`config.mk`:
```
export PLATFORM = sky130hd
export DESIGN_NAME = mmio_uart_port_responder_flat
export DESIGN_NICKNAME = d
export VERILOG_FILES = /design/src/rtl/mmio_uart_port_responder_pkg.sv /design/src/rtl/mmio_uart_port_responder_if.sv /design/src/rtl/mmio_uart_port_responder_uart_tx_serializer.sv /design/src/rtl/mmio_uart_port_responder.sv /design/src/flat_wrapper.sv
export SDC_FILE = /design/constraint.sdc
export NUM_CORES = 1
export LEC_CHECK = 0
export CORE_MARGIN = 2
export CORE_UTILIZATION = 29
export CTS_BUF_LIST = sky130_fd_sc_hd__clkbuf_16
export CTS_CLUSTER_DIAMETER = 100
export DETAILED_ROUTE_END_ITERATION = 8
export PLACE_DENSITY_LB_ADDON = 0.3
export RECOVER_POWER = 50
export REMOVE_ABC_BUFFERS = 1
export SYNTH_ARGS = -nofsm -noshare
export SYNTH_HDL_FRONTEND = slang
export SYNTH_SLANG_ARGS = --single-unit
```
`constraint.sdc`:
```
create_clock -name clk -period 7.94 [get_ports clk]
set_input_delay 1.985 -clock clk [delete_from_list [all_inputs] [get_ports clk]]
set_output_delay 1.985 -clock clk [all_outputs]
set_load 0.02 [all_outputs]
```
`src/rtl/mmio_uart_port_responder_pkg.sv`:
```
// -----------------------------------------------------------------------------
// mmio_uart_port_responder_pkg
// Shared definitions for the MMIO UART/port responder:
//   - register word offsets inside the 16-byte window (Address[3:2])
//   - STATUS register bit positions
//   - serializer state encoding (2-bit)
// -----------------------------------------------------------------------------
package mmio_uart_port_responder_pkg;

   // Word offsets (Address[3:2]) of the four registers
   localparam logic [1:0] OFF_TXDATA  = 2'd0;
   localparam logic [1:0] OFF_STATUS  = 2'd1;
   localparam logic [1:0] OFF_PORTOUT = 2'd2;
   localparam logic [1:0] OFF_PORTIN  = 2'd3;

   // STATUS bit positions; the FIFO count occupies bits [7:4]
   localparam int STAT_BUSY    = 0;
   localparam int STAT_FULL    = 1;
   localparam int STAT_EMPTY   = 2;
   localparam int STAT_OVF     = 3;
   localparam int STAT_CNT_LSB = 4;

   // Serializer state encoding
   localparam logic [1:0] SER_IDLE  = 2'd0;
   localparam logic [1:0] SER_START = 2'd1;
   localparam logic [1:0] SER_DATA  = 2'd2;
   localparam logic [1:0] SER_STOP  = 2'd3;

   typedef enum logic [1:0] {
      ST_IDLE  = SER_IDLE,
      ST_START = SER_START,
      ST_DATA  = SER_DATA,
      ST_STOP  = SER_STOP
   } ser_state_e;

endpackage

```
`src/rtl/mmio_uart_port_responder_if.sv`:
```
// -----------------------------------------------------------------------------
// mmio_uart_port_responder_if
// Data-memory bus between the core (master) and an MMIO target (slave).
//   Address   : byte address from the ALU
//   WriteData : store data
//   MemWrite  : store strobe, sampled at the clock edge
//   MemRead   : load strobe
//   ReadData  : load data, valid in the same cycle as MemRead
//   Hit       : the target claims the address
// -----------------------------------------------------------------------------
interface mmio_uart_port_responder_if;
   logic [31:0] Address;
   logic [31:0] WriteData;
   logic        MemWrite;
   logic        MemRead;
   logic [31:0] ReadData;
   logic        Hit;

   modport master (
      output Address, WriteData, MemWrite, MemRead,
      input  ReadData, Hit
   );

   modport slave (
      input  Address, WriteData, MemWrite, MemRead,
      output ReadData, Hit
   );
endinterface

```
`src/rtl/mmio_uart_port_responder_uart_tx_serializer.sv`:
```
// -----------------------------------------------------------------------------
// uart_tx_serializer
// 8N1 UART transmitter: IDLE -> START -> DATA (8 bits, LSB first) -> STOP.
// Ports:
//   clk      : clock, rising edge
//   reset    : asynchronous active-low reset
//   Start    : byte available; accepted only while IDLE
//   Data     : byte captured on the accepting edge
//   TxSerial : registered line output, idle high
//   Busy     : state is not IDLE
// A frame occupies 10*CLKS_PER_BIT cycles; the one IDLE cycle after STOP
// is where the next byte can be accepted.
// -----------------------------------------------------------------------------
module uart_tx_serializer
   import mmio_uart_port_responder_pkg::*;
#(
   parameter int CLKS_PER_BIT = 16
) (
   input  logic       clk,
   input  logic       reset,
   input  logic       Start,
   input  logic [7:0] Data,
   output logic       TxSerial,
   output logic       Busy
);

   localparam int              CNT_W    = $clog2(CLKS_PER_BIT);
   localparam logic [CNT_W-1:0] CNT_LAST = CNT_W'(CLKS_PER_BIT - 1);

   ser_state_e       state_q;
   logic [CNT_W-1:0] baud_q;
   logic [2:0]       bit_idx_q;
   logic [7:0]       shift_q;
   logic             tx_q;
   logic             bit_done_s;

   assign bit_done_s = (baud_q == CNT_LAST);
   assign TxSerial   = tx_q;
   assign Busy       = (state_q != ST_IDLE);

   // Serializer FSM with baud counter, bit index and registered line output
   always_ff @(posedge clk or negedge reset) begin
      if (!reset) begin
         state_q   <= ST_IDLE;
         baud_q    <= {CNT_W{1'b0}};
         bit_idx_q <= 3'd0;
         shift_q   <= 8'h00;
         tx_q      <= 1'b1;
      end else begin
         case (state_q)
            ST_IDLE: begin
               baud_q    <= {CNT_W{1'b0}};
               bit_idx_q <= 3'd0;
               tx_q      <= 1'b1;
               if (Start) begin
                  shift_q <= Data;
                  tx_q    <= 1'b0;          // start bit begins on the accept edge
                  state_q <= ST_START;
               end
            end
            ST_START: begin
               if (bit_done_s) begin
                  baud_q  <= {CNT_W{1'b0}};
                  tx_q    <= shift_q[0];
                  state_q <= ST_DATA;
               end else begin
                  baud_q  <= baud_q + CNT_W'(1);
               end
            end
            ST_DATA: begin
               if (bit_done_s) begin
                  baud_q <= {CNT_W{1'b0}};
                  if (bit_idx_q == 3'd7) begin
                     tx_q    <= 1'b1;
                     state_q <= ST_STOP;
                  end else begin
                     // shift_q[0] is on the line; present the next bit
                     bit_idx_q <= bit_idx_q + 3'd1;
                     shift_q   <= {1'b0, shift_q[7:1]};
                     tx_q      <= shift_q[1];
                  end
               end else begin
                  baud_q <= baud_q + CNT_W'(1);
               end
            end
            ST_STOP: begin
               if (bit_done_s) begin
                  baud_q  <= {CNT_W{1'b0}};
                  tx_q    <= 1'b1;
                  state_q <= ST_IDLE;
               end else begin
                  baud_q  <= baud_q + CNT_W'(1);
               end
            end
            default: begin
               baud_q    <= {CNT_W{1'b0}};
               bit_idx_q <= 3'd0;
               tx_q      <= 1'b1;
               state_q   <= ST_IDLE;
            end
         endcase
      end
   end

endmodule

```
`src/rtl/mmio_uart_port_responder.sv`:
```
// -----------------------------------------------------------------------------
// mmio_uart_port_responder
// MMIO target on the data-memory bus decoding a 16-byte window at BASE_ADDR:
//   0x0 TXDATA  W: push WriteData[7:0] into the TX FIFO; R: 0
//   0x4 STATUS  R: {count[7:4], overflow, empty, full, TxBusy}; W: clear overflow
//   0x8 PORTOUT R/W 32-bit output latch
//   0xC PORTIN  R: {24'b0, synchronized PortIn}
// Ports:
//   clk, reset : clock and asynchronous active-low reset
//   bus        : slave side of the data-memory bus (combinational ReadData/Hit)
//   PortIn     : asynchronous input pins (2-flop synchronized)
//   PortOut    : output port latch
//   TxSerial   : UART line, 8N1, idle high
//   TxBusy     : serializer not idle
// -----------------------------------------------------------------------------
module mmio_uart_port_responder
   import mmio_uart_port_responder_pkg::*;
#(
   parameter logic [31:0] BASE_ADDR    = 32'h1001_0000,
   parameter int          CLKS_PER_BIT = 16,
   parameter int          FIFO_DEPTH   = 4
) (
   input  logic                        clk,
   input  logic                        reset,
   mmio_uart_port_responder_if.slave   bus,
   input  logic [7:0]                  PortIn,
   output logic [31:0]                 PortOut,
   output logic                        TxSerial,
   output logic                        TxBusy
);

   localparam int               PTR_W   = $clog2(FIFO_DEPTH);
   localparam int               CNT_W   = PTR_W + 1;
   localparam logic [CNT_W-1:0] DEPTH_C = CNT_W'(FIFO_DEPTH);

   logic             hit_s;
   logic [1:0]       offset_s;
   logic             wr_hit_s;
   logic             push_req_s;
   logic             push_ok_s;
   logic             pop_s;
   logic             ovf_set_s;
   logic             ovf_clr_s;
   logic             fifo_full_s;
   logic             fifo_empty_s;
   logic             ser_busy_s;
   logic [1:0]       unused_addr_s;

   logic [7:0]       fifo_q [FIFO_DEPTH];
   logic [PTR_W-1:0] wr_ptr_q, wr_ptr_d;
   logic [PTR_W-1:0] rd_ptr_q, rd_ptr_d;
   logic [CNT_W-1:0] count_q, count_d;
   logic             overflow_q, overflow_d;
   logic [31:0]      portout_q;
   logic [7:0]       sync1_q, sync2_q;
   logic [31:0]      status_s;
   logic [31:0]      rdata_sel_s;

   // Byte lane bits play no part in decode
   assign unused_addr_s = bus.Address[1:0];

   assign hit_s        = (bus.Address[31:4] == BASE_ADDR[31:4]);
   assign offset_s     = bus.Address[3:2];
   assign wr_hit_s     = bus.MemWrite & hit_s;
   assign push_req_s   = wr_hit_s & (offset_s == OFF_TXDATA);
   assign ovf_clr_s    = wr_hit_s & (offset_s == OFF_STATUS);
   assign fifo_full_s  = (count_q == DEPTH_C);
   assign fifo_empty_s = (count_q == {CNT_W{1'b0}});
   assign pop_s        = ~ser_busy_s & ~fifo_empty_s;
   // A push into a full FIFO still lands if the head leaves on the same edge
   assign push_ok_s    = push_req_s & (~fifo_full_s | pop_s);
   assign ovf_set_s    = push_req_s & ~push_ok_s;

   assign PortOut = portout_q;
   assign TxBusy  = ser_busy_s;
   assign bus.Hit = hit_s;

   // FIFO pointer, occupancy and sticky overflow next-state
   always_comb begin
      wr_ptr_d   = wr_ptr_q;
      rd_ptr_d   = rd_ptr_q;
      count_d    = count_q;
      overflow_d = overflow_q;
      if (push_ok_s) begin
         wr_ptr_d = wr_ptr_q + PTR_W'(1);
      end else begin
         wr_ptr_d = wr_ptr_q;
      end
      if (pop_s) begin
         rd_ptr_d = rd_ptr_q + PTR_W'(1);
      end else begin
         rd_ptr_d = rd_ptr_q;
      end
      case ({push_ok_s, pop_s})
         2'b10:   count_d = count_q + CNT_W'(1);
         2'b01:   count_d = count_q - CNT_W'(1);
         default: count_d = count_q;
      endcase
      // set wins over a same-edge clear
      if (ovf_set_s) begin
         overflow_d = 1'b1;
      end else if (ovf_clr_s) begin
         overflow_d = 1'b0;
      end else begin
         overflow_d = overflow_q;
      end
   end

   // FIFO control registers, PortOut latch and PortIn synchronizer
   always_ff @(posedge clk or negedge reset) begin
      if (!reset) begin
         wr_ptr_q   <= {PTR_W{1'b0}};
         rd_ptr_q   <= {PTR_W{1'b0}};
         count_q    <= {CNT_W{1'b0}};
         overflow_q <= 1'b0;
         portout_q  <= 32'h0000_0000;
         sync1_q    <= 8'h00;
         sync2_q    <= 8'h00;
      end else begin
         wr_ptr_q   <= wr_ptr_d;
         rd_ptr_q   <= rd_ptr_d;
         count_q    <= count_d;
         overflow_q <= overflow_d;
         sync1_q    <= PortIn;
         sync2_q    <= sync1_q;
         if (wr_hit_s && (offset_s == OFF_PORTOUT)) begin
            portout_q <= bus.WriteData;
         end
      end
   end

   // FIFO byte storage
   always_ff @(posedge clk or negedge reset) begin
      if (!reset) begin
         for (int i = 0; i < FIFO_DEPTH; i++) begin
            fifo_q[i] <= 8'h00;
         end
      end else if (push_ok_s) begin
         fifo_q[wr_ptr_q] <= bus.WriteData[7:0];
      end
   end

   // STATUS word assembly
   always_comb begin
      status_s                      = 32'h0000_0000;
      status_s[STAT_CNT_LSB +: 4]   = 4'(count_q);
      status_s[STAT_OVF]            = overflow_q;
      status_s[STAT_EMPTY]          = fifo_empty_s;
      status_s[STAT_FULL]           = fifo_full_s;
      status_s[STAT_BUSY]           = ser_busy_s;
   end

   // Combinational read mux; loads have no side effects
   always_comb begin
      rdata_sel_s = 32'h0000_0000;
      case (offset_s)
         OFF_TXDATA:  rdata_sel_s = 32'h0000_0000;
         OFF_STATUS:  rdata_sel_s = status_s;
         OFF_PORTOUT: rdata_sel_s = portout_q;
         OFF_PORTIN:  rdata_sel_s = {24'h00_0000, sync2_q};
         default:     rdata_sel_s = 32'h0000_0000;
      endcase
      if (bus.MemRead && hit_s) begin
         bus.ReadData = rdata_sel_s;
      end else begin
         bus.ReadData = 32'h0000_0000;
      end
   end

   uart_tx_serializer #(
      .CLKS_PER_BIT (CLKS_PER_BIT)
   ) u_tx_serializer (
      .clk      (clk),
      .reset    (reset),
      .Start    (pop_s),
      .Data     (fifo_q[rd_ptr_q]),
      .TxSerial (TxSerial),
      .Busy     (ser_busy_s)
   );

endmodule

```
`src/flat_wrapper.sv`:
```
// flat-port wrapper written by rule: the top's interface ports become plain ports
module mmio_uart_port_responder_flat import mmio_uart_port_responder_pkg::*;
#(
   parameter logic [31:0] BASE_ADDR    = 32'h1001_0000,
   parameter int          CLKS_PER_BIT = 16,
   parameter int          FIFO_DEPTH   = 4
)
  (clk, reset, PortIn, PortOut, TxSerial, TxBusy, bus_Address, bus_WriteData, bus_MemWrite, bus_MemRead, bus_ReadData, bus_Hit);
  mmio_uart_port_responder_if bus_i ();
  input  logic clk;
  input  logic reset;
  input  logic [7:0] PortIn;
  output logic [31:0] PortOut;
  output logic TxSerial;
  output logic TxBusy;
  input wire logic [$bits(bus_i.Address)-1:0] bus_Address;
  input wire logic [$bits(bus_i.WriteData)-1:0] bus_WriteData;
  input wire logic [$bits(bus_i.MemWrite)-1:0] bus_MemWrite;
  input wire logic [$bits(bus_i.MemRead)-1:0] bus_MemRead;
  output wire logic [$bits(bus_i.ReadData)-1:0] bus_ReadData;
  output wire logic [$bits(bus_i.Hit)-1:0] bus_Hit;
  assign bus_i.Address = bus_Address;
  assign bus_i.WriteData = bus_WriteData;
  assign bus_i.MemWrite = bus_MemWrite;
  assign bus_i.MemRead = bus_MemRead;
  assign bus_ReadData = bus_i.ReadData;
  assign bus_Hit = bus_i.Hit;
  mmio_uart_port_responder #(.BASE_ADDR(BASE_ADDR), .CLKS_PER_BIT(CLKS_PER_BIT), .FIFO_DEPTH(FIFO_DEPTH)) u_core (.clk(clk), .reset(reset), .bus(bus_i), .PortIn(PortIn), .PortOut(PortOut), .TxSerial(TxSerial), .TxBusy(TxBusy));
endmodule
```
==> results.sh <==
export IMPL_place_gp_congestion=0.731
export IMPL_yosysWarnings=0
export IMPL_power_density_nw_per_um2=151
export IMPL_cts_root_buf="clkbuf_16"
export IMPL_ys_ff_latch=106
export IMPL_setup_viol=0
export IMPL_cts_max_path_buffers=2
export IMPL_design_core_area_sq_um=16000
export IMPL_cts_buffers=9
export IMPL_nets=589
export IMPL_rrSetupSlack_ns=5.17
export IMPL_area_growth_pct=39.8
export IMPL_synth_edf_count=0
export IMPL_cts_resized=0
export IMPL_antennaDiodeCount=0
export IMPL_netlist_area_sq_um=4780
export IMPL_syn_inst=358
export IMPL_dp_hpwl_um=8710
export IMPL_worstPathMaxFanout=24
export IMPL_synth_seq_area_share_pct=55.5
export IMPL_drt_iter0_drc=107
export IMPL_dieArea_sq_um=17500
export IMPL_power_leakage_nw=2.95
export IMPL_startpoint_type="input pin"
export IMPL_synthTopCellsByArea="dfrtp_1, mux2_2, mux4_2, and2_1, ha_1"
export IMPL_hold_viol=0
export IMPL_met3_usage_pct=2.64
export IMPL_start_util_pct=29.9
export IMPL_ir_drop_uv=91.5
export IMPL_cts_max_level=3
export IMPL_drive_gt1_share_pct=21.0
export IMPL_via_count=3270
export IMPL_drc=0
export IMPL_busiest_layer="met2"
export IMPL_violations="capacitance limit, slew limit"
export IMPL_ant_nets=0
export IMPL_synth_cell_type_count=40
export IMPL_min_delay_start="u_core.sync1_q[1]$_DFF_PN0_"
export IMPL_pin_count=143
export IMPL_dr_pass1_iters=4
export IMPL_post_route_period_util_pct=82.1
export IMPL_postCtsSetupRepairBufs=0
export IMPL_worstPathRequired_ns=5.96
export IMPL_antenna_found_initial=0
export IMPL_syn_area_per_cell_sq_um=13.4
export IMPL_die_w_um=132
export IMPL_grt_setup_unrepaired="false"
export IMPL_clk_latency_ns=0.34
export IMPL_n_fill_cell=1515
export IMPL_wl_um=11400
export IMPL_rr_endpoint="u_core.u_tx_serializer.shift_q[1]$_DFFE_PN0P_"
export IMPL_hold_class="reg -> reg"
export IMPL_wl_per_cell_um=15.8
export IMPL_grt_usage_pct=13.5
export IMPL_total_power_mw=1.01
export IMPL_crit_type="in -> out"
export IMPL_cts_tree="built"
export IMPL_synth_largest_area_cell="dfrtp_1"
export IMPL_port_buffers=140
export IMPL_grt_first_pass_wirelength_um=18900
export IMPL_setup_slack_ns=1.42
export IMPL_hold_path_end="u_core.sync2_q[1]$_DFF_PN0_"
export IMPL_fmax_mhz=153
export IMPL_ys_flop_type="dfrtp_1"
export IMPL_clock_sinks=106
export IMPL_worstReg2RegStart="u_core.u_tx_serializer.state_q[0]$_DFFE_PN0P_"
export IMPL_grt_use_met1_pct=17.2
export IMPL_grt_max_degree=75
export IMPL_finalSetupTns_ns=0
export IMPL_yosysMostFrequentCell="dfrtp_1"
export IMPL_routed_via_density=4.54
export IMPL_dp_slack_ns=1.42
export IMPL_async_reset_ff_share_pct=100
export IMPL_grt_use_met2_pct=23.2
export IMPL_holdPathStages=0
export IMPL_fin_crit_ns=6.52
export IMPL_netlist_top_cells_count="dfrtp_1, mux2_2, and2_1, nand2_1"
export IMPL_holdBufCountCts=0
export IMPL_rows=46
export IMPL_grt_pass1_vias=3540
export IMPL_slew_headroom_pct=-20.9
export IMPL_slew_violations=109
export IMPL_fin_skew_ns=0.00531
export IMPL_status="complete, but fails checks"
export IMPL_path_clk_slew_ns=0.07
export IMPL_arrival_ns=4.53
export IMPL_tightest_slew_ns=1.81
export IMPL_die_h_um=132
export IMPL_crit_path_end_kind="output pin"
export IMPL_reg2reg_depth=5
export IMPL_grt_overflow_total=0
export IMPL_maxCapViolations=2
export IMPL_synth_top_area_share_pct=54.9
[worst max-delay path by stage]
stage	start	endpoint	slack [ns]	depth (start not counted)
after floorplan	bus_Address[5]	bus_ReadData[10]	1.96	5
after CTS	bus_Address[9]	bus_ReadData[9]	1.41	8
after global placement	bus_Address[13]	bus_ReadData[19]	1.45	8
after global routing	bus_Address[19]	bus_ReadData[19]	1.21	8
after detailed placement	bus_Address[9]	bus_ReadData[26]	1.42	8
final	bus_Address[9]	bus_ReadData[18]	1.42	8
[layout by cell type (no fill, tap or decap), types with 5 or more instances in the layout]
cell type,count
and2_1,24
mux2i_1,8
mux4_2,8
inv_1,6
clkdlybuf4s50_1,131
o21ai_0,15
a21oi_1,6
nor2_1,14
mux2_2,72
dlygate4sd3_1,8
nand2_1,17
xnor2_1,6
dfrtp_1,105
ha_1,12
nor4_1,5
clkbuf_16,9
a22oi_1,7
[metal layers]
layer / vias up / part of all wire (%)
met2: 80 / 52
met4: 0 / 1.3
met3: 7 / 4.3
li1: 1560 / -
met5: - / 0
met1: 1623 / 43
[stage by stage]
step	instances	hold slack [ns]	cell area [sq um]	util, %
after floorplan	346	0.331	4730	-
after global placement	705	0.333	6420	40.1
after detailed placement	705	0.335	6420	40.1
after CTS	721	0.351	6690	41.8
after global routing	721	0.355	6690	41.8
final	721	0.350	6690	41.8
[sequential cells by signal, indices dropped and copies added, names as in the netlist]
name,flops
u_core.rd_ptr_q,2
u_core.PortOut,32
u_core.sync1_q,8
u_core.count_q,3
u_core.u_tx_serializer.state_q,2
u_core.u_tx_serializer.TxSerial,1
u_core.u_tx_serializer.shift_q,8
u_core.u_tx_serializer.baud_q,4
u_core.u_tx_serializer.bit_idx_q,3
u_core.overflow_q,1
u_core.wr_ptr_q,2
u_core.sync2_q,8
u_core.fifo_q,32
[critical path, stage by stage]
cell and delay [ns]:
clkdlybuf4s50_1 0.43, nor4_1 0.37, and4_1 0.30, nand3_2 0.22, nor3b_2 0.21, buf_4 0.25
and2_1 0.15, clkdlybuf4s50_1 0.61
[power breakdown]
part / internal (mW) / switching (mW)
clock network: 0.212 / 0.195
registers: 0.544 / 0.00104
logic: 0.0348 / 0.0225
[cell type report]
class	count	area [sq um]	share of cell area [%]
Inverter	6	22.5	0.337
Clock buffer	9	225	3.37
Clock inverter	7	45.0	0.674
Tap cell	216	270	4.04
Timing Repair Buffer	143	1420	21.2
Multi-Input combinational cell	234	2060	30.7
Sequential cell	106	2650	39.7
[cell families after synthesis]
group | after synthesis | synth area share (%)
adder cells (fa/ha/maj) | 13 | 3.56
AO/OA/AOI/OAI | 34 | 4.16
XOR/XNOR | 6 | 1.10
buffers and inverters | 18 | 1.67
AND/OR/NAND/NOR | 91 | 11.2
flip-flops | 106 | 55.5
multiplexers | 90 | 22.9
(Power assumes the default switching activity.)
